### src/rtl/serial_adder_pkg.sv
// Shared types and sizing helpers for the bit-serial adder.
package serial_adder_pkg;

  typedef enum logic [1:0] {IDLE, SHIFT, DONE} sa_state_t;

  // Bit-counter width able to hold values 0..n.
  function automatic int unsigned cnt_width(input int unsigned n);
    return (n < 1) ? 1 : $clog2(n + 1);
  endfunction

endpackage

### src/rtl/serial_adder_bit_full_adder.sv
// One-bit full adder built from two half_adder cells plus an OR of their carries.
module half_adder (
  input  logic a,
  input  logic b,
  output logic s,
  output logic c
);
  assign s = a ^ b;
  assign c = a & b;
endmodule

module bit_full_adder (
  input  logic a,
  input  logic b,
  input  logic cin,
  output logic s,
  output logic cout
);
  logic s0;
  logic c0;
  logic c1;

  half_adder u_ha0 (.a(a),  .b(b),   .s(s0), .c(c0));
  half_adder u_ha1 (.a(s0), .b(cin), .s(s),  .c(c1));

  assign cout = c0 | c1;
endmodule

### src/rtl/serial_adder.sv
// Bit-serial N-bit adder: one full-adder cell, LSB first, one bit per clock.
// Optional SERIAL_ADDER_SUB_EN adds a 'sub' input selecting A-B.
module serial_adder
  import serial_adder_pkg::*;
#(
  parameter int unsigned N = 4
) (
  input  logic         clk,
  input  logic         reset,
  input  logic         start_valid,
  output logic         start_ready,
  input  logic [N-1:0] a,
  input  logic [N-1:0] b,
  output logic         result_valid,
  input  logic         result_ready,
  output logic [N-1:0] sum,
  output logic         cout
`ifdef SERIAL_ADDER_SUB_EN
  ,
  input  logic         sub
`endif
);

  localparam int unsigned CW = cnt_width(N);
  localparam logic [CW-1:0] LAST = CW'(N - 1);

  sa_state_t     state;
  sa_state_t     state_next;
  logic [N-1:0]  a_sr;
  logic [N-1:0]  b_sr;
  logic [N-1:0]  sum_sr;
  logic          carry;
  logic [CW-1:0] cnt;
  logic          fa_s;
  logic          fa_cout;
  logic          accept;
  logic          handoff;
  logic          sub_op;

`ifdef SERIAL_ADDER_SUB_EN
  assign sub_op = sub;
`else
  assign sub_op = 1'b0;
`endif

  bit_full_adder u_fa (
    .a    (a_sr[0]),
    .b    (b_sr[0]),
    .cin  (carry),
    .s    (fa_s),
    .cout (fa_cout)
  );

  // Next-state decode and handshake strobes.
  always_comb begin
    state_next = state;
    accept     = 1'b0;
    handoff    = 1'b0;
    case (state)
      IDLE: begin
        if (start_valid) begin
          accept     = 1'b1;
          state_next = SHIFT;
        end
      end
      SHIFT: begin
        if (cnt == LAST) state_next = DONE;
      end
      DONE: begin
        if (result_valid && result_ready) begin
          handoff    = 1'b1;
          state_next = IDLE;
        end
      end
      default: state_next = IDLE;
    endcase
  end

  // State, datapath and registered outputs; sum/cout load on the first DONE cycle.
  always_ff @(posedge clk) begin
    if (reset) begin
      state        <= IDLE;
      a_sr         <= '0;
      b_sr         <= '0;
      sum_sr       <= '0;
      carry        <= 1'b0;
      cnt          <= '0;
      start_ready  <= 1'b1;
      result_valid <= 1'b0;
      sum          <= '0;
      cout         <= 1'b0;
    end else begin
      state       <= state_next;
      start_ready <= (state_next == IDLE);
      if (accept) begin
        a_sr  <= a;
        b_sr  <= sub_op ? ~b : b;
        carry <= sub_op;
        cnt   <= '0;
      end else if (state == SHIFT) begin
        a_sr   <= a_sr >> 1;
        b_sr   <= b_sr >> 1;
        sum_sr <= (sum_sr >> 1) | (N'(fa_s) << (N - 1));
        carry  <= fa_cout;
        cnt    <= cnt + CW'(1);
      end
      if (handoff) begin
        result_valid <= 1'b0;
      end else if (state == DONE && !result_valid) begin
        result_valid <= 1'b1;
        sum          <= sum_sr;
        cout         <= carry;
      end
    end
  end

endmodule

### config.mk
export PLATFORM = sky130hd
export DESIGN_NAME = serial_adder
export DESIGN_NICKNAME = d
export VERILOG_FILES = /design/src/rtl/serial_adder_pkg.sv /design/src/rtl/serial_adder_bit_full_adder.sv /design/src/rtl/serial_adder.sv
export SDC_FILE = /design/constraint.sdc
export NUM_CORES = 1
export LEC_CHECK = 0
export BUFFER_PORTS_ARGS = -buffer_cell sky130_fd_sc_hd__buf_2
export CAP_MARGIN = 20
export CORE_MARGIN = 1.5
export CORE_UTILIZATION = 53
export CTS_CLUSTER_DIAMETER = 200
export DETAILED_ROUTE_END_ITERATION = 16
export GPL_TIMING_DRIVEN = 0
export PLACE_DENSITY = 0.83
export SLEW_MARGIN = 20
export SYNTH_ARGS = -nofsm -noshare
export SYNTH_HDL_FRONTEND = slang
export SYNTH_SLANG_ARGS = --single-unit
### constraint.sdc
create_clock -name clk -period 1.6 [get_ports clk]
set_clock_uncertainty 0.1 [all_clocks]
set_input_delay 0.32 -clock clk [delete_from_list [all_inputs] [get_ports clk]]
set_output_delay 0.32 -clock clk [all_outputs]
set_load 0.02 [all_outputs]
==> qor.csv <==
metric,value,unit
status,completed,
"Buf+Inv Stages, Crit Path",2,
"count leader, synth",dfxtp_1,
CTS tree,yes,
total congestion overflow,0,
crit end category,flop,
Area contributors post-synth,"dfxtp_1 (48%), mux2i_1 (7.6%), nand2_1 (6.1%), a21oi_1 (5.7%), nor2_1 (4.6%)",
first-pass GRT wire length,3.52,mm
total core area,0.00180,mm2
drt wl/cell,13.1,um
DR pass1 iterations,4,
mapped cell area,0.00105,mm2
most common flop cell mapped by yosys,dfxtp_1,
clk sinks,25,
H-tree levels,1,
Layout Cells excl Fill,162,
clock latency on the worst-skew pair,0.33,ns
Slew HR,66.8,%
CP max stage cell,dfxtp_1,
hold endpoint,a_sr[3],
Synthesized Nets,128,
reg-to-reg endpoint,cnt[1],
Synth Instances,113,
Post-Place Cells,156,
# rows,15,
crit path DAT,1.57,ns
die extent in y,47.6,um
DIE WIDTH,47.6,um
"FFs w/ async S/R, synth",0,%
post_cts resized,0,
final WL,2.12,mm
average size of a mapped cell,9.32,um2
RSZ-0062 raised after global routing,no,
top post-synthesis cells by count,"dfxtp_1 (25), nand2_1 (17), nor2_1 (13)",
initial core utilization,58.5,%
"Min Clock Period, post-route",1.46,ns
Filler cells,156,
leak pwr,0.483,nW
Via density,5.21,
DRC violations left,0,
# IOs,19,
Post-DRT Antenna Nets,0,
postcts setup bufs,0,
Worst Hold Slack,0.120,ns
Setup TNS,0,ns
Crit Path Category,flop to flop,
Peak VDD IR,0.557,mV
layout cell share with drive strength beyond 1,24.8,%
number of synthesized flops with an enable pin,0,
reg2reg setup slack,0.14,ns
Final GP Congestion,0.771,
WHS Path Cells,3,
Final setup viols,0,
die area,0.00226,mm2
worst path cell trace,"buf_4, nor2b_2, buf_6, mux2i_1, nor3_1",
Port Buffers,18,
critical path startpoint category,flop,
"CP delay by family, top",buffers and inverters,
clock root buffer,clkbuf_4,
Layout Area Growth over Synthesis,15.8,%
Num CTS Buffers,3,
Total Routing Usage GR,22.6,%
largest net degree at the start of global routing,16,
Syn. warnings,0,
vias in the first global route,833,
max_cap viols,0,
"Hold Violations, Final",0,
post-DP HPWL,1.53,mm
PD cells,909,mW/mm2
Critical Path Fanout Max,10,
initial antenna violation count,0,
Tot Pwr,0.00111,W
Reg2Reg Depth,5,
reg2reg start,state[0],
critical path's largest stage delay,0.33,ns
Yosys top cell area share,47.5,%
First DRT Iteration DRCs,4,
Ant. Diodes,0,
Seq cells post-synth,25,
fin crit share,91.1,%
final slew viol count,0,
worst hold path type,input port to flop,
Post-layout nets,153,
Worst-Margin Slew,0.497,ns
hold buffers post-CTS,0,
Netlist cell types,27,
clock-pin slew on the worst setup and hold paths,0.14,ns
Max Buffers Root-to-Sink,2,
WP data required,1.71,ns
register area share after synthesis,47.5,%
min-delay src,a[3],
post-synth top area cell,dfxtp_1,
via count,844,
fmax,0.686,GHz
-- through the flow --
step | worst slack (ns) | cell area [um2] | util, %
final | 0.142 | 1220 | 67.7
after global placement | 0.190 | 1170 | 65.2
after detailed placement | 0.132 | 1170 | 65.2
after global routing | 0.0493 | 1220 | 67.7
after floorplan | 0.322 | 1050 | -
after CTS | 0.107 | 1200 | 66.9
-- kinds of logic (layout without fill, tap and decap cells) --
| logic type | count (synthesis) | in the layout | share of synthesized area (%) |
|---|---|---|---|
| AND/OR/NAND/NOR | 44 | 44 | 21.5 |
| flip-flops | 25 | 25 | 47.5 |
| AO/OA/AOI/OAI | 23 | 23 | 13.5 |
| buffers and inverters | 9 | 33 | 4.75 |
| multiplexers | 8 | 8 | 7.60 |
| adder cells (fa/ha/maj) | 3 | 3 | 4.28 |
| XOR/XNOR | 1 | 1 | 0.832 |
-- sequential cells by signal (all words and copies together), names as in the netlist --
name,count
a_sr,4
b_sr,4
sum,4
sum_sr,4
cnt,3
state,2
carry,1
cout,1
result_valid,1
start_ready,1
-- power breakdown --
group	switching, W	leakage, nW	internal, W
Combinational	0.0000836	0.265	0.0000664
Sequential	0.0000170	0.204	0.000652
Clock	0.000194	0.0139	0.0000958
Total	0.000295	0.483	0.000814
-- area by class of cell --
| class | count | area, um2 | share of cell area (%) |
|---|---|---|---|
| inverter | 3 | 11.3 | 0.923 |
| clock buffer | 3 | 22.5 | 1.85 |
| sequential | 25 | 500 | 41.0 |
| multi-input combinational | 79 | 503 | 41.2 |
| clock inverter | 1 | 7.51 | 0.615 |
| buffer | 6 | 38.8 | 3.18 |
| timing repair buffer | 20 | 105 | 8.62 |
| tap | 25 | 31.3 | 2.56 |
-- tightest hold or removal path, cell delays in order --
cell	delay (ns)
buf_2	0.09
nand2_1	0.05
a21oi_1	0.05
-- how the worst max path moves through the flow --
stage | startpoint | end | slack [ns] | depth (start not counted)
after floorplan | state[1] | cout | 0.32 | 3
after global placement | state[1] | sum[0] | 0.19 | 3
after detailed placement | state[1] | sum[0] | 0.13 | 3
after CTS | state[1] | sum[0] | 0.11 | 3
after global routing | state[0] | cnt[1] | 0.05 | 5
final | state[0] | cnt[1] | 0.14 | 5
-- metal layers --
metal | wire length, um | up-vias | track usage [%]
met2 | 1070 | 14 | 39.2
met1 | 953 | 393 | 26.3
met4 | 47 | 0 | 10.8
met3 | 51 | 5 | 4.91
met5 | 0 | - | 0
li1 | - | 432 | -
-- placed cells by master (no fill, tap or decap), drive strengths merged, types with 3 or more instances in the layout --
cell type and count:
inv 3, nand2 17, a21oi 12, nor2 13, nor3 3, buf 23
a211oi 6, clkbuf 6, dfxtp 25, mux2i 8
Note: power is estimated with default switching activity, not from simulation.
